`src/rtl/box_pkg.sv`:
```
// Shared constants, state encoding and screen-bounds helper for the box plotter.
package box_pkg;

    localparam int SCREEN_W = 160;
    localparam int SCREEN_H = 120;

    localparam logic [2:0] COL_WHITE = 3'b111;
    localparam logic [2:0] COL_BLACK = 3'b000;

    typedef enum logic [1:0] {
        IDLE = 2'd0,
        DRAW = 2'd1,
        DONE = 2'd2
    } box_state_t;

    // Sums arrive one bit wider than the screen coordinates so overflow cannot wrap on-screen.
    function automatic logic on_screen(input logic [8:0] px, input logic [7:0] py);
        return (px < 9'(SCREEN_W)) && (py < 8'(SCREEN_H));
    endfunction

endpackage

```
`src/rtl/box_plotter_if.sv`:
```
// Request/pixel bundle between a box sequencer (master) and the box plotter (slave).
interface box_plotter_if;
    import box_pkg::*;

    // A request transfers on a rising clock edge where start=1 and ready=1; start while
    // ready=0 is dropped, never held over. plot qualifies x_out/y_out/colour_out each cycle.
    logic       start;
    logic [7:0] x_in;
    logic [6:0] y_in;
    logic [2:0] colour_in;
    logic       ready;
    logic [7:0] x_out;
    logic [6:0] y_out;
    logic [2:0] colour_out;
    logic       plot;
    logic       done;
    box_state_t state;

    modport master (
        output start, x_in, y_in, colour_in,
        input  ready, x_out, y_out, colour_out, plot, done, state
    );

    modport slave (
        input  start, x_in, y_in, colour_in,
        output ready, x_out, y_out, colour_out, plot, done, state
    );

endinterface

```
`src/rtl/box_scan_counter.sv`:
```
// Row-major column/row scan over a BOX_W x BOX_H block with a last-pixel flag.
module box_scan_counter #(
    parameter int BOX_W = 4,
    parameter int BOX_H = 4
) (
    input  logic       clk,
    input  logic       reset,
    input  logic       clear,
    input  logic       en,
    output logic [3:0] col,
    output logic [3:0] row,
    output logic [3:0] col_nxt,
    output logic [3:0] row_nxt,
    output logic       last
);

    localparam logic [3:0] COL_MAX = 4'(BOX_W - 1);
    localparam logic [3:0] ROW_MAX = 4'(BOX_H - 1);

    // The next values are exported so the caller can register the upcoming pixel directly.
    always_comb begin
        col_nxt = col;
        row_nxt = row;
        if (clear) begin
            col_nxt = 4'd0;
            row_nxt = 4'd0;
        end else if (en) begin
            if (col == COL_MAX) begin
                col_nxt = 4'd0;
                row_nxt = row + 4'd1;
            end else begin
                col_nxt = col + 4'd1;
            end
        end
    end

    always_ff @(posedge clk) begin
        if (reset) begin
            col <= 4'd0;
            row <= 4'd0;
        end else begin
            col <= col_nxt;
            row <= row_nxt;
        end
    end

    assign last = (col == COL_MAX) && (row == ROW_MAX);

endmodule

```
`src/rtl/box_plotter.sv`:
```
// Rasterises one box request into BOX_W x BOX_H single-pixel plot writes for the VGA adapter.
module box_plotter
    import box_pkg::*;
#(
    parameter int BOX_W = 4,
    parameter int BOX_H = 4
) (
    input  logic          clk,
    input  logic          reset,
    box_plotter_if.slave  bus
);

    box_state_t state;
    box_state_t state_nxt;

    logic       ready;
    logic       load;
    logic       advance;
    logic       last;
    logic [3:0] col;
    logic [3:0] row;
    logic [3:0] col_nxt;
    logic [3:0] row_nxt;

    logic [7:0] base_x;
    logic [6:0] base_y;
    logic [2:0] base_c;
    logic [7:0] src_x;
    logic [6:0] src_y;
    logic [2:0] src_c;
    logic [8:0] px;
    logic [7:0] py;

    logic [7:0] x_q;
    logic [6:0] y_q;
    logic [2:0] c_q;
    logic       plot_q;
    logic       done_q;

    box_scan_counter #(
        .BOX_W (BOX_W),
        .BOX_H (BOX_H)
    ) u_scan (
        .clk     (clk),
        .reset   (reset),
        .clear   (load),
        .en      (advance),
        .col     (col),
        .row     (row),
        .col_nxt (col_nxt),
        .row_nxt (row_nxt),
        .last    (last)
    );

    always_ff @(posedge clk) begin
        if (reset) state <= IDLE;
        else       state <= state_nxt;
    end

    always_comb begin
        state_nxt = state;
        case (state)
            IDLE:    if (bus.start) state_nxt = DRAW;
            DRAW:    if (last) state_nxt = DONE;
            DONE:    state_nxt = IDLE;
            default: state_nxt = IDLE;
        endcase
    end

    always_comb begin
        ready   = 1'b0;
        load    = 1'b0;
        advance = 1'b0;
        case (state)
            IDLE:    begin ready = 1'b1; load = bus.start; end
            DRAW:    advance = !last;
            default: ;
        endcase
    end

    // Output registers are loaded with the pixel the counters move to, so each plotted
    // pixel lines up with the DRAW cycle whose counter value it represents.
    assign src_x = load ? bus.x_in      : base_x;
    assign src_y = load ? bus.y_in      : base_y;
    assign src_c = load ? bus.colour_in : base_c;
    assign px    = {1'b0, src_x} + {5'd0, col_nxt};
    assign py    = {1'b0, src_y} + {4'd0, row_nxt};

    always_ff @(posedge clk) begin
        if (reset) begin
            base_x <= 8'd0;
            base_y <= 7'd0;
            base_c <= COL_BLACK;
            x_q    <= 8'd0;
            y_q    <= 7'd0;
            c_q    <= COL_BLACK;
            plot_q <= 1'b0;
            done_q <= 1'b0;
        end else begin
            if (load) begin
                base_x <= bus.x_in;
                base_y <= bus.y_in;
                base_c <= bus.colour_in;
            end
            done_q <= (state == DRAW) && last;
            if (load || advance) begin
                x_q    <= px[7:0];
                y_q    <= py[6:0];
                c_q    <= src_c;
                plot_q <= on_screen(px, py);
            end else begin
                plot_q <= 1'b0;
            end
        end
    end

    assign bus.ready      = ready;
    assign bus.x_out      = x_q;
    assign bus.y_out      = y_q;
    assign bus.colour_out = c_q;
    assign bus.plot       = plot_q;
    assign bus.done       = done_q;
    assign bus.state      = state;

endmodule

```
`src/flat_wrapper.sv`:
```
// flat-port wrapper written by rule: the top's interface ports become plain ports
module box_plotter_flat import box_pkg::*;
#(
    parameter int BOX_W = 4,
    parameter int BOX_H = 4
)
  (clk, reset, bus_start, bus_x_in, bus_y_in, bus_colour_in, bus_ready, bus_x_out, bus_y_out, bus_colour_out, bus_plot, bus_done, bus_state);
  box_plotter_if bus_i ();
  input  logic clk;
  input  logic reset;
  input wire logic [$bits(bus_i.start)-1:0] bus_start;
  input wire logic [$bits(bus_i.x_in)-1:0] bus_x_in;
  input wire logic [$bits(bus_i.y_in)-1:0] bus_y_in;
  input wire logic [$bits(bus_i.colour_in)-1:0] bus_colour_in;
  output wire logic [$bits(bus_i.ready)-1:0] bus_ready;
  output wire logic [$bits(bus_i.x_out)-1:0] bus_x_out;
  output wire logic [$bits(bus_i.y_out)-1:0] bus_y_out;
  output wire logic [$bits(bus_i.colour_out)-1:0] bus_colour_out;
  output wire logic [$bits(bus_i.plot)-1:0] bus_plot;
  output wire logic [$bits(bus_i.done)-1:0] bus_done;
  output wire logic [$bits(bus_i.state)-1:0] bus_state;
  assign bus_i.start = bus_start;
  assign bus_i.x_in = bus_x_in;
  assign bus_i.y_in = bus_y_in;
  assign bus_i.colour_in = bus_colour_in;
  assign bus_ready = bus_i.ready;
  assign bus_x_out = bus_i.x_out;
  assign bus_y_out = bus_i.y_out;
  assign bus_colour_out = bus_i.colour_out;
  assign bus_plot = bus_i.plot;
  assign bus_done = bus_i.done;
  assign bus_state = bus_i.state;
  box_plotter #(.BOX_W(BOX_W), .BOX_H(BOX_H)) u_core (.clk(clk), .reset(reset), .bus(bus_i));
endmodule
```
`config.mk`:
```
export PLATFORM = sky130hd
export DESIGN_NAME = box_plotter_flat
export DESIGN_NICKNAME = d
export VERILOG_FILES = /design/src/rtl/box_pkg.sv /design/src/rtl/box_plotter_if.sv /design/src/rtl/box_scan_counter.sv /design/src/rtl/box_plotter.sv /design/src/flat_wrapper.sv
export SDC_FILE = /design/constraint.sdc
export NUM_CORES = 1
export LEC_CHECK = 0
export BUFFER_PORTS_ARGS = -buffer_cell sky130_fd_sc_hd__buf_2
export CAP_MARGIN = 20
export CORE_UTILIZATION = 50
export DETAILED_ROUTE_END_ITERATION = 10
export PLACE_DENSITY = 0.73
export SETUP_SLACK_MARGIN = 0.02
export SYNTH_ARGS = -nofsm -noshare
export SYNTH_HDL_FRONTEND = slang
export SYNTH_HIERARCHICAL = 1
export SYNTH_SLANG_ARGS = --single-unit
```
`constraint.sdc`:
```
create_clock -name clk -period 12.15 [get_ports clk]
set_clock_uncertainty 0.1 [all_clocks]
set_input_delay 0.6075 -clock clk [delete_from_list [all_inputs] [get_ports clk]]
set_output_delay 0.6075 -clock clk [all_outputs]
set_load 0.05 [all_outputs]
```
# After elaboration in Yosys (flattened, before gate mapping)
# Cells that the tools add are included.
[word_totals]
regBits = 48
inputBits = 21
wordCells = 46
out_inout_bits = 23
[op_classes]
bitwise = 1
muxes = 15
n_lt_le_gt_ge = 2
eq_ne = 5
reduce_logical = 8
addsub = 4
[op_table]
columns = ["cell", "count"]
rows = [
  ["$mux 4", 6],
  ["$add 8x4->9", 1],
  ["$lt 9x8->1 const B", 1],
  ["$add 4x1->4 const B", 2],
  ["$add 7x4->8", 1],
  ["$eq 4x2->1 const B", 2],
  ["$lt 8x7->1 const B", 1],
  ["$mux 8", 1],
  ["$mux 7", 1],
  ["$mux 2", 2],
  ["$pmux 2 s2", 1],
  ["$logic_and 1x1->1", 3],
  ["$mux 1", 3],
  ["$mux 3", 1],
  ["$eq 2x1->1 const B", 1],
  ["$logic_not 2->1", 1],
  ["$ne 2x1->1 const B", 1],
  ["$ne 2x2->1 const B", 1],
  ["$reduce_and 2->1", 1],
  ["$reduce_or 2->1", 1],
  ["$logic_not 1->1", 1],
  ["$logic_or 1x1->1", 1],
  ["$not 1->1", 1],
]

# Longest topological paths before layout
# Gate-level depths: netlist of the first run.
[depth]
ltp_word = 9
mapped_depth = 15
depth_no_buf = 14

# Hierarchy
# The synthesis of the first run kept the hierarchy.
[modules_own_cells]
columns = ["module", "cells_per_inst", "instances", "area_per_inst_um2", "seq_area_each_um2"]
rows = [
  ["box_plotter", 210, 1, 1866.8, 800.8],
  ["box_scan_counter", 56, 1, 475.5, 160.2],
]

# Least setup slack after synthesis of the first run
# OpenSTA, ideal clock, no wires.
[synth_path]
kind = "flip-flop to flip-flop"
start = "reg u_core.state[1], in the netlist u_core/bus.state[1]"
end = "reg u_core.plot_q, in the netlist u_core/bus.plot"
required_ps = 11971
arrival_ps = 3754
stages_incl_launch_ff = 16
synth_period_minus_slack_ps = 3933
path_buffers = 4
path_slack_ps = 8217
setup_ps = 79
path_cell_list = "dfxtp_1 -> nor2_4 -> nand2_4 -> clkinv_2 -> buf_12 -> clkbuf_1 -> clkbuf_1 -> clkbuf_1 -> nor2_1 -> ha_1 -> fa_1 -> a21o_1 -> a21oi_1 -> nor3_1 -> a211o_1 -> a211oi_2"
[synth_between]
word_cells_on_any_way = 18
cone_classes = "add/sub (2); order compare (2); eq/ne (1); mux (8); bitwise (1); reduce/logical (4)"
[synth_lines]
columns = ["element", "line_no", "source"]
rows = [
  ["start: declaration", "box_plotter.sv:13", "box_state_t state;"],
  ["start signal: assignment", "box_plotter.sv:57", "else state <= state_nxt;"],
  ["$logic_not 2->1", "box_plotter.sv:74", "case (state)"],
  ["$mux 1", "box_plotter.sv:74", ""],
  ["via u_core.load", "box_plotter.sv:17", "logic load;"],
  ["$mux 4", "box_scan_counter.sv:24", "if (clear) begin"],
  ["via u_core.col_nxt[0]", "box_plotter.sv:22", "logic [3:0] col_nxt;"],
  ["$add 8x4->9", "box_plotter.sv:86", "assign px = {1'b0, src_x} + {5'd0, col_nxt};"],
  ["$lt 9x8->1", "box_pkg.sv:18", "return (px < 9'(SCREEN_W)) && (py < 8'(SCREEN_H));"],
  ["$logic_and 1x1->1", "box_pkg.sv:18", ""],
  ["end signal: assignment", "box_plotter.sv:110", "plot_q <= on_screen(px, py);"],
  ["end: declaration", "box_plotter.sv:37", "logic plot_q;"],
]
# The timed path passes the listed nets, and every way through them passes these cells.
# A chain may end at the register's enable or synchronous reset.

# Worst setup path in the final report of the first run
[layout_path]
start = "reg u_core.u_scan.col[0]"
end = "reg u_core.plot_q, in the netlist u_core/bus.plot"
[layout_between]
elab_chain_cells = 9
word_cells_on_any_way = 19
cone_classes = "add/sub (3); order compare (2); eq/ne (1); mux (7); bitwise (1); reduce/logical (5)"
[layout_lines]
columns = ["element", "line_no", "source"]
rows = [
  ["start: declaration", "box_scan_counter.sv:10", "output logic [3:0] col,"],
  ["start signal: assignment", "box_scan_counter.sv:42", "col <= col_nxt;"],
  ["$eq 4x2->1", "box_scan_counter.sv:47", "assign last = (col == COL_MAX) && (row == ROW_MAX);"],
  ["$logic_and 1x1->1", "box_scan_counter.sv:47", ""],
  ["via u_core.last", "box_plotter.sv:19", "logic last;"],
  ["$logic_not 1->1", "box_plotter.sv:76", "DRAW: advance = !last;"],
  ["$mux 1", "box_plotter.sv:74", ""],
  ["via u_core.advance", "box_plotter.sv:18", "logic advance;"],
  ["$mux 4", "box_scan_counter.sv:27", "end else if (en) begin"],
  ["$mux 4", "box_scan_counter.sv:24", ""],
  ["via u_core.row_nxt[0]", "box_plotter.sv:23", "logic [3:0] row_nxt;"],
  ["$add 7x4->8", "box_plotter.sv:87", "assign py = {1'b0, src_y} + {4'd0, row_nxt};"],
  ["$lt 8x7->1", "box_pkg.sv:18", ""],
  ["$logic_and 1x1->1", "box_pkg.sv:18", ""],
]
# The timed path passes the listed nets, and every way through them passes these cells.

==> results.txt, run 1 <==
- Run status: complete, no violations
- Buffers inserted to repair hold after CTS numbered 0.
* Number of distinct library cells after synthesis: 49
- At the end of routability-driven placement, the weighted congestion stood at between 0.7 and 0.8.
- Insertion delay of the later-clocked pin in the worst-skew pair: approximately 0.3 ns
- Worst Tran Pin Value: roughly 1.0 ns
* Largest cells by area after synthesis: sky130_fd_sc_hd__dfxtp_1, sky130_fd_sc_hd__nand2_1, sky130_fd_sc_hd__a21oi_1, sky130_fd_sc_hd__ha_1, sky130_fd_sc_hd__nor2_1
- Starting density of the core: a little over half
- Reg-to-reg endpoint: u_core/bus.plot
* Total power after layout: between 0.3 and 0.4 mW
- # clock sinks: 48
* Cell chain of the critical path: ha_1 > or3b_2 > nor4b_1 > nor3b_2 > and4bb_1 > xnor2_1 > nor2_1 > ha_1 > fa_1 > a21o_1 > a21oi_1 > xnor2_1 > nor4bb_1 > a211oi_2
- Avg Synthesized Cell Area: 8.81 um2
- between 40 and 50 I/O pins were placed.
* Overflow after GRT: 0
* Final-report hold violation count: 0
- TritonCTS built the clock tree.
- Setup repair after global routing left no endpoint under its margin.
- Fill cells in the final layout number 402.
* WHS: between 0.3 and 0.4 ns
- Shortest clock period the worst path allows after layout: approximately 4.3 ns
* Number of diodes added for antenna fixing: 0
- Most common cell in the netlist: sky130_fd_sc_hd__nand2_1
* Number of synthesis warnings: 6
- End point of the most critical hold path: u_core/bus.y_out[0]
* Worst hold path cell count: 2
- Critical path's top delay family: simple AND/OR/NAND/NOR gates
- Counting along the longest clock path gives a buffer depth of 2.
- Number of search-and-repair iterations in the first detailed-routing pass: 4
- CP Data Required Time: between 10 and 15 ns
* Fraction of the cycle the final worst path needs: between 30% and 40%
* Area added between synthesis and finish: 11.6%
- Antenna violations before repair: 0
- Reg-to-reg slack, setup: ~8 ns
* DRC violation count after routing: 0
- Maxcap violations: 0
- The core region is 0.00441 mm2.
* Post-CTS setup-driven buffer insertion count: 0
- Wires add up to ~4.9 mm.
* Antenna Nets Post-Route: 0
- Critical Path Slowest Stage Cell: sky130_fd_sc_hd__nor4b_1
- Origin of the critical flop-to-flop path: u_core/u_scan/col[0]
* Biggest area consumer among synthesized cells: sky130_fd_sc_hd__dfxtp_1
* Combined area of the multi-input logic cells: approximately 0.0013 mm2
* Level count of the clock H-tree: 2
* First-pass GRT wire length: 8.20 mm
- Worst endpoint data arrival time: 4.34 ns
- Vias in the first global route: 1,732
- After clock tree synthesis, the clock-pin slew on the worst setup and hold paths is 0.08 ns.
* R2r worst-path depth: 14
* EDFF count, synth: 0
* Largest net degree at the start of global routing: 48
- Crit path buffers/inverters: 0
- Class of the worst hold path: register to register
- Nets: 335
- Upper clock frequency limit: 235 MHz
* HPWL reported at the end of detailed placement: approximately 3.4 mm
* Die Width: approximately 70 um
- After the first detailed-routing iteration, the DRC count stood at 150.
- Commonest cells in the synthesized netlist: sky130_fd_sc_hd__nand2_1, sky130_fd_sc_hd__dfxtp_1, sky130_fd_sc_hd__a21oi_1
- CTS placed an instance of sky130_fd_sc_hd__clkbuf_8 at the clock tree root.
- Synthesized net count: between 200 and 300
- Share of flip-flops with an asynchronous set or reset: 0%
- Die extent in y: just over 70 um
- Area share of the largest cell type after synthesis: roughly two fifths
- Summing the sequential cell areas from Yosys gives just over 40% of the chip area.
* Synth Register Bits: 48
* Total track usage: a little over a fifth
- Hold Startpoint: u_core/bus.y_out[0]
* FF+latch area: slightly below 0.001 mm2
- Clock buffers created by TritonCTS: 5
* Worst slew margin relative to its limit: between 20% and 30%
* Routed via count: roughly 1,900
- Flip-flop cell with the highest count after synthesis: sky130_fd_sc_hd__dfxtp_1
- The worst setup path is of the register to register kind.
* Post-CTS Resized: 0
* Capturing element type of the critical path: register
- Max FO, Critical Path: 12
- Max-slew violation total from the final report: 0
- Sort of element at the start of the critical path: register
* Die Footprint: just under 0.005 mm2
- The initialized floorplan defines 24 standard-cell rows.
* Cell area after synthesis: between 0.002 and 0.0025 mm2
* Final setup violation count: 0
* Fraction of final layout cells with drive strength greater than 1: 20.7%
- After detailed routing, the number of vias per cell comes to 5.43.
- Power Dens Cells: approximately 130 mW/mm2
- Maximum resistive drop on vdd: 0.0735 mV
- Final setup TNS: 0 ns
* Post-Synthesis Cells: 266
- Summed over all cells, the static leakage comes to around 1.2 nW.
- Dividing the detail-routed wire length by the instance count gives around 14 um.
- For this run, the slowest stage of the critical path takes 0.49 ns.
- Buffers placed on the I/O ports in this run total between 40 and 50.
==> kinds of logic after synthesis <==
logic type,after synthesis,share of synthesized area [%]
simple gates,111,23.4
fa+ha+maj,12,7.05
buf+inv,16,3.69
compound gates,55,14.4
xor+xnor,10,3.74
mux,14,6.68
flops,48,41.0
==> cells in the final DEF, fill, tap and decap left out, types with 2 or more instances in the layout <==
cell / synthesis / routed
sky130_fd_sc_hd__xnor2_1: 6 / 6
sky130_fd_sc_hd__nand2_1: 49 / 49
sky130_fd_sc_hd__a211o_1: 6 / 6
sky130_fd_sc_hd__nor2_1: 22 / 22
sky130_fd_sc_hd__clkbuf_8: 0 / 5
sky130_fd_sc_hd__nand3b_1: 2 / 2
sky130_fd_sc_hd__nor2b_1: 2 / 2
sky130_fd_sc_hd__mux2i_1: 8 / 8
sky130_fd_sc_hd__dfxtp_1: 48 / 48
sky130_fd_sc_hd__xor2_1: 4 / 4
sky130_fd_sc_hd__nand3_1: 3 / 3
sky130_fd_sc_hd__nor4_1: 2 / 2
sky130_fd_sc_hd__or3_1: 3 / 3
sky130_fd_sc_hd__fa_1: 2 / 2
sky130_fd_sc_hd__buf_2: 1 / 43
sky130_fd_sc_hd__o21a_1: 3 / 3
sky130_fd_sc_hd__o21ai_0: 5 / 5
sky130_fd_sc_hd__a21o_1: 4 / 4
sky130_fd_sc_hd__a211oi_1: 5 / 5
sky130_fd_sc_hd__nor3_1: 10 / 10
sky130_fd_sc_hd__ha_1: 10 / 10
sky130_fd_sc_hd__a21oi_1: 29 / 29
sky130_fd_sc_hd__mux2_2: 3 / 3
sky130_fd_sc_hd__mux2i_2: 2 / 2
sky130_fd_sc_hd__nand2b_1: 2 / 2
==> layer usage <==
| layer | vias up | global-route usage [%] | wire length [um] |
|---|---|---|---|
| li1 | 997 | - | - |
| met2 | 33 | 31.9 | 2240 |
| met3 | 6 | 4.47 | 170 |
| met4 | 0 | 6.67 | 55 |
| met1 | 875 | 30.0 | 2440 |
| met5 | - | 0 | 0 |
==> state kept, by name (all words and copies together), names as in the netlist <==
| register | flops |
|---|---|
| u_core/u_scan/row | 4 |
| u_core/bus.done | 1 |
| u_core/bus.state | 2 |
| u_core/bus.plot | 1 |
| u_core/u_scan/col | 4 |
| u_core/bus.y_out | 7 |
| u_core/bus.colour_out | 3 |
| u_core/bus.x_out | 8 |
| u_core/base_c | 3 |
| u_core/base_x | 8 |
| u_core/base_y | 7 |
==> cell type report <==
cell class                      instances  area share [%]
Multi-Input combinational cell        202            49.5
Timing Repair Buffer                   43            8.23
Inverter                                2           0.335
Tap cell                               52            2.49
Clock buffer                            5            2.63
Sequential cell                        48            36.8
==> metrics by stage <==
step / util, % / area (um2) / instances / worst slack, ns
after CTS: 59.2 / 2610 / 352 / 7.95
after global placement: 57.7 / 2540 / 347 / 8.16
after floorplan: - / 2340 / 266 / 8.22
after detailed placement: 57.7 / 2540 / 347 / 7.96
after global routing: 59.2 / 2610 / 352 / 7.59
final: 59.2 / 2610 / 352 / 7.89
==> worst reg2reg max path, cell delays in order (launching register included) <==
cell and delay, ns:
sky130_fd_sc_hd__dfxtp_1 0.38, sky130_fd_sc_hd__ha_1 0.22, sky130_fd_sc_hd__or3b_2 0.47, sky130_fd_sc_hd__nor4b_1 0.49
sky130_fd_sc_hd__nor3b_2 0.24, sky130_fd_sc_hd__and4bb_1 0.34, sky130_fd_sc_hd__xnor2_1 0.20, sky130_fd_sc_hd__nor2_1 0.07
sky130_fd_sc_hd__ha_1 0.25, sky130_fd_sc_hd__fa_1 0.40, sky130_fd_sc_hd__a21o_1 0.19, sky130_fd_sc_hd__a21oi_1 0.25
sky130_fd_sc_hd__xnor2_1 0.13, sky130_fd_sc_hd__nor4bb_1 0.35, sky130_fd_sc_hd__a211oi_2 0.08
==> worst max path at each step <==
| stage | from | endpoint | slack (ns) | cells past startpoint |
|---|---|---|---|---|
| global route | u_core/u_scan/col[0] | u_core/bus.plot | 7.59 | 14 |
| floorplan | u_core/bus.state[1] | u_core/bus.plot | 8.22 | 15 |
| global placement | u_core/u_scan/col[0] | u_core/bus.plot | 8.16 | 14 |
| detailed placement | u_core/u_scan/col[0] | u_core/bus.plot | 7.96 | 14 |
| CTS | u_core/u_scan/col[0] | u_core/bus.plot | 7.95 | 14 |
| finish | u_core/u_scan/col[0] | u_core/bus.plot | 7.89 | 14 |
==> where the power goes <==
part	switching, mW	internal, mW
Combinational	0.0500	0.0213
Clock	0.0504	0.0373
Sequential	0.00411	0.166
Total	0.105	0.225
Note: power is estimated with default switching activity, not from simulation.
==> inputs of run 2 (changes only) <==
- CORE_UTILIZATION: 50 -> 49
- PLACE_DENSITY: 0.73 -> 0.75
- clock period: 12.15 -> 3.9 ns (I/O delays scaled with it)
==> run 2 against run 1 <==
Compared with the run above:
- sequential share of layout area shrank 1.7 points
- count of clock-buffer cells in the layout grew 1
- final cell count grew 2.0%
- register-to-register slack lost 7.7 ns
- power grew to 3.4 times the previous value
- die area grew 2.0%
- sequential cell count is the same
- combinational power grew to 3.2 times the previous value
- first-iteration DRC count grew 13%
- largest cell class unchanged
==> results.txt, run 2 (synthesis results as in run 1) <==
- Run status: complete, no violations
* Largest net degree at the start of global routing: 48
* Maximum resistive drop on vdd: around 0.22 mV
* Final setup violation count: 0
- For this block, the routed nets add up to between 5 and 6 mm of wire.
* Fraction of the cycle the final worst path needs: between 90% and 100%
- Summed over all nets, the switching power comes to 0.336 mW.
- During placement, the flow inserted port buffers numbering 43.
* Area added between synthesis and finish: 17.1%
* Longest individual stage delay on the worst path: around 0.5 ns
- The min-delay analysis places its worst path in the category input port to register.
- For the pin with the worst max-slew slack, the measured transition is between 0.8 and 0.9 ns.
- After the first detailed-routing iteration, the DRC count stood at 170.
- Worst setup slack after placement: -0.114 ns
* Max-slew violation total from the final report: 0
- The detail route stage leaves a number of antenna-violating nets equal to 0.
- Before antenna repair, the detailed router went through 6 iterations.
- Part of the total power dissipated in the clock network: about a third
- RSZ-0062 raised after global routing: no
* Power Dens Cells: about 410 mW/mm2
- Antenna violations before repair: 0
* CP Data Required Time: 4.02 ns
- Placer congestion estimate: just over 0.8
- The clock passes through at most 2 buffers.
- Number of primary I/O pins: 44
- For this run, the total global-route usage over all layers was measured as approximately a fifth.
- Maxcap violations: 0
* HPWL reported at the end of detailed placement: between 3 and 4 mm
* Vias in the first global route: 1,717
- Level count of the clock H-tree: 2
- The post-route netlist has about a quarter of its cells at a drive strength greater than 1.
- Leaving out fill and tap cells, the most frequent cells in the layout are sky130_fd_sc_hd__nand2_1, sky130_fd_sc_hd__dfxtp_1, sky130_fd_sc_hd__buf_2, sky130_fd_sc_hd__a21oi_1, sky130_fd_sc_hd__nor2_1.
- Switching share of total power: approximately 30%
- The final route contains about 2,000 vias.
- After floorplanning, the core was sized to cover about 0.0045 mm2.
- WHS: 0.0483 ns
- Worst slew margin relative to its limit: between 40% and 50%
* DRC violation count after routing: 0
* # clock sinks: 48
- Total internal power: just under 0.8 mW
* Number of diodes added for antenna fixing: 0
* Post-CTS setup-driven buffer insertion count: 0
* Die extent in y: just over 70 um
* Commonest non-fill, non-tap cell in the layout: sky130_fd_sc_hd__nand2_1
- In this run the horizontal extent of the chip is slightly above 70 um.
- The die covers approximately 0.0051 mm2.
- Number of placement rows: 24
* Combinational Power Share: about a fifth
- Worst endpoint data arrival time: 3.87 ns
- Global routing finished with a remaining overflow of 0.
* Upper clock frequency limit: approximately 270 MHz
- On the critical path, the stage with the largest delay is an instance of sky130_fd_sc_hd__or3b_2.
- Dividing the detail-routed wire length by the instance count gives approximately 14 um.
- Via/cell ratio: 5.48
- Cell at the root of the clock tree: sky130_fd_sc_hd__clkbuf_8
* Sequential power share: about 48%
- Clock buffers created by TritonCTS: 5
- Subtracting the final worst setup slack from the clock period gives 3.75 ns.
- The first global-routing pass estimated just over 8 mm of wire.
- The analysis attributes to cell leakage a power of 1.24 nW.
- Clock slew seen by the registers of the worst setup and hold paths: about 0.09 ns
- Clock latency on the worst-skew pair, taken at its later pin, is around 0.30 ns.
- The net count of the finished layout is ~340.
- Cell chain of the critical path: ha_2 > or3b_2 > nor4b_4 > nor3b_2 > and4bb_4 > and4_4 > mux2_4 > ha_1 > o21a_1 > a21oi_2 > or3_1 > nor4bb_2 > a211oi_2
* Starting density of the core: a little over half
* Capturing element type of the critical path: register
- Max FO, Critical Path: 6
* Final WS setup: around 0.15 ns
* Sort of element at the start of the critical path: register
- Final-report hold violation count: 0
* Kind of critical path: register to register
- TritonCTS built the clock tree.
## run 2: repair_timing
| action | 4_1_cts | 5_1_grt |
|---|---|---|
| pin swaps | 1 | 1 |
| resized for setup | 3 | 11 |
| hold buffers | 0 | 0 |
| endpoints found under the hold margin | 0 | 0 |
| endpoints found under the setup margin | 3 | 3 |
## run 2: path summary, 6_finish.rpt
check | from | slack [ns] | cells past startpoint | end
setup reg to reg | u_core/u_scan/col[1] | 0.15 | 13 | u_core/bus.plot
hold reg to reg | u_core/bus.y_out[0] | 0.36 | 2 | u_core/bus.y_out[0]
hold / removal | bus_y_in[3] | 0.05 | 3 | u_core/base_y[3]
setup / recovery | u_core/u_scan/col[1] | 0.15 | 13 | u_core/bus.plot
## run 2: layout make-up
class	instances	area, um2
fill	388	1730
multi-input combinational	202	1350
sequential	48	962
timing repair buffer	47	245
clock buffer	6	72.6
tap	52	65.1
clock inverter	2	35.0
inverter	2	8.76
## run 2: worst max-delay path: cells and delay by family, from the launching register on
kind,cells,cell delay [ns]
simple gates,7,1.86
fa+ha+maj,2,0.56
compound gates,3,0.50
flops,1,0.36
mux,1,0.30
## run 2: power groups by stage
stage	logic [mW]	clock network, mW	registers, mW
finish	0.231	0.353	0.532
global route	0.250	0.384	0.535
CTS	0.230	0.364	0.532
detailed placement	0.228	0	0.544
global placement	0.225	0	0.543
floorplan	0.117	0	0.599
## run 2: stage by stage
stage	cells	TNS, ns	utilization, %	area, um2	total power [mW]
finish	359	0	61.3	2740	1.12
global route	359	0	61.3	2740	1.17
CTS	359	0	60.4	2700	1.13
detailed placement	351	-0.114	57.6	2570	0.772
global placement	351	0	57.6	2570	0.768
floorplan	266	0	-	2340	0.716
## run 2: routing by layer
layer	vias up	part of all wire, %	GRT usage (%)
met4	0	1.5	8.00
met5	-	0	0
met3	8	2.7	5.13
li1	1010	-	-
met1	917	49	29.5
met2	33	47	31.0
==> inputs of run 3 (changes only) <==
- CAP_MARGIN: 20 -> not set
- CELL_PAD_IN_SITES_DETAIL_PLACEMENT: not set -> 1
- CELL_PAD_IN_SITES_GLOBAL_PLACEMENT: not set -> 1
- CORE_UTILIZATION: 49 -> 37
==> run 3 against run 2 <==
Compared with the run above:
- maximum frequency rose by 1.4%
- count of clock-buffer cells in the layout shrank 1
- register-to-register slack better by 0.05 ns
- first-iteration DRC count fell by 64%
- utilization is 15 points lower
- power barely moved
- sequential power hardly changed
- routed wire length grew 21%
- sequential share of layout area decreased by 0.84 points
- sequential cell count did not move
- die area up 31%
- non-clock buffer count rose by 5
- largest cell class unchanged
==> results.txt, run 3 (synthesis results as in run 1) <==
* Final WS setup: just over 0.2 ns
* Clock slew seen by the registers of the worst setup and hold paths: 0.09 ns
- Static timing analysis puts the maximum clock frequency at roughly 270 MHz.
- Worst slew margin relative to its limit: between 40 and 50%
* Placer congestion estimate: 0.855
- Worst endpoint data arrival time: roughly 3.8 ns
* Worst Tran Pin Value: about 0.87 ns
- Routed wire length per instance: around 16 um
- Max-cap violations in this run came to 0.
* CORE AREA: around 0.0060 mm2
- Cells fill a little under half of the core in the end.
- Vias in the first global route: 2,102
- CP Data Required Time: between 4 and 5 ns
* Input/output buffers: 43
- STA classifies the critical path endpoint as a register.
- Overflow after GRT: 0
- Finished layout cell area: around 0.0028 mm2
- Setup violations remaining at the end of the flow were counted as 0.
- In the global route stage, overall resource usage came out at 20.3%.
* Largest net degree at the start of global routing: 48
- Combined area of the multi-input logic cells: around 0.0014 mm2
- In this run the critical register-to-register path is launched from u_core/u_scan/col[0].
- Fillers: roughly 740
* # clock sinks: 48
- Die Width: 81.6 um
- 0 antenna diodes ended up in the layout.
* Via/cell ratio: between 5 and 6
- Number of search-and-repair iterations in the first detailed-routing pass: 4
- Sort of element at the start of the critical path: register
- Setup repair after global routing left no endpoint under its margin.
* Run status: complete, no violations
* HPWL reported at the end of detailed placement: around 4.4 mm
- The library cells used most frequently in the layout, excluding fill and tap cells, are sky130_fd_sc_hd__nand2_1, sky130_fd_sc_hd__dfxtp_1, sky130_fd_sc_hd__buf_2, sky130_fd_sc_hd__a21oi_1, sky130_fd_sc_hd__nor2_1.
* Insertion delay of the later-clocked pin in the worst-skew pair: 0.30 ns
* Number of primary I/O pins: between 40 and 50
- FF+latch area: 962 um2
- Kind of critical path: register to register
- The root buffer cell chosen for the clock tree is sky130_fd_sc_hd__clkbuf_8.
- In this run the most critical hold path is launched from bus_y_in[1].
* Max-slew violation total from the final report: 0
- The most critical setup path has its startpoint at u_core/u_scan/col[0].
* Total power after layout: around 1.1 mW
- Buffers inserted to repair hold after CTS numbered 0.
- Routed via count: roughly 2,100
- The die covers between 0.006 and 0.007 mm2.
* Final-report hold violation count: 0
* Sum of routed wire length over all layers: 6.22 mm
- No sink is reached through more buffers than the 2 on the longest clock path.
- The floorplan step set the die height to between 80 and 90 um.
- Count of routing violations after the opening detailed-route iteration: slightly above 60
- WHS: around 0.052 ns
* Clock tree from TritonCTS: built
- Number of placement rows: 28
* Fraction of final layout cells with drive strength greater than 1: 27.7%
* Worst setup slack after placement: -0.140 ns
- Area added between synthesis and finish: 20.0%
- Antenna Nets Post-Route: 0
- After the last flow step, the layout net total stands at approximately 340.
- The first global-routing pass estimated between 10 and 15 mm of wire.
- The initial utilization of the core area, before any placement, comes to between 30% and 40%.
- The worst-case IR drop observed on VDD is ~0.16 mV.
- Buffers inserted during clock tree synthesis total 5.
* Commonest non-fill, non-tap cell in the layout: sky130_fd_sc_hd__nand2_1
- Level count of the clock H-tree: 2
- Shortest clock period the worst path allows after layout: approximately 3.7 ns
- The initial antenna violation count came to 0.
- Max FO, Critical Path: 5
- DRC violation count after routing: 0
* Power Dens Cells: 397 mW/mm2
- Class of the worst hold path: input port to register
* Static leakage power: around 1.3 nW
- Reg-to-reg slack, setup: 0.21 ns
- In the finished design, the share of the clock period the worst path needs comes to about 95%.
- After detailed placement, the total cell area comes to ~0.0026 mm2.
==> run 3: per-stage QoR <==
step | cells | TNS (ns)
2_1_floorplan | 266 | 0
3_3_place_gp | 376 | 0
3_5_place_dp | 376 | -0.140
4_1_cts | 382 | 0
5_1_grt | 385 | 0
6_report | 385 | 0
==> run 3: cell type report <==
cell class / count / area share, %
clock inverters: 1 / 1.07
multi-input cells: 202 / 48.5
well taps: 75 / 3.34
repair buffers: 52 / 10.1
flip-flops and latches: 48 / 34.2
clock buffers: 5 / 2.45
inverters: 2 / 0.312
==> run 3: timing repair <==
action                                  in CTS  in global routing
pin swaps                                    1                  5
buffers inserted                             0                  3
gates resized for setup                      4                 12
endpoints found under the setup margin       3                  5
gates cloned                                 0                  0
==> run 3: worst paths after layout <==
| check | end | cells after the start |
|---|---|---|
| max reg2reg | u_core/bus.plot | 13 |
| min reg2reg | u_core/base_c[2] | 2 |
| min | u_core/base_y[1] | 3 |
| max | u_core/bus.plot | 13 |
==> run 3: metal layers <==
| layer | track usage [%] | vias up | wire length [um] |
|---|---|---|---|
| met5 | 0 | - | 0 |
| met3 | 4.00 | 10 | 182 |
| li1 | - | 1012 | - |
| met2 | 34.6 | 44 | 3120 |
| met4 | 6.96 | 0 | 92 |
| met1 | 25.3 | 1000 | 2820 |
==> run 3: report_power, final <==
group	switching [mW]	leakage [nW]	internal (mW)
clock	0.160	0.0501	0.184
combinational	0.165	0.815	0.0742
sequential	0.0134	0.393	0.519
total	0.338	1.26	0.777
==> run 3: worst max-delay path: stages (launching register included) <==
cell and delay [ns]:
sky130_fd_sc_hd__dfxtp_1 0.35, sky130_fd_sc_hd__ha_2 0.21, sky130_fd_sc_hd__or3b_4 0.41, sky130_fd_sc_hd__nor4b_4 0.32, sky130_fd_sc_hd__nor3b_2 0.11, sky130_fd_sc_hd__and4bb_2 0.31
sky130_fd_sc_hd__and4_4 0.23, sky130_fd_sc_hd__mux2_4 0.31, sky130_fd_sc_hd__ha_4 0.28, sky130_fd_sc_hd__o21a_1 0.18, sky130_fd_sc_hd__a21oi_2 0.09, sky130_fd_sc_hd__or3_1 0.32
sky130_fd_sc_hd__nor4bb_2 0.18, sky130_fd_sc_hd__a211oi_2 0.21
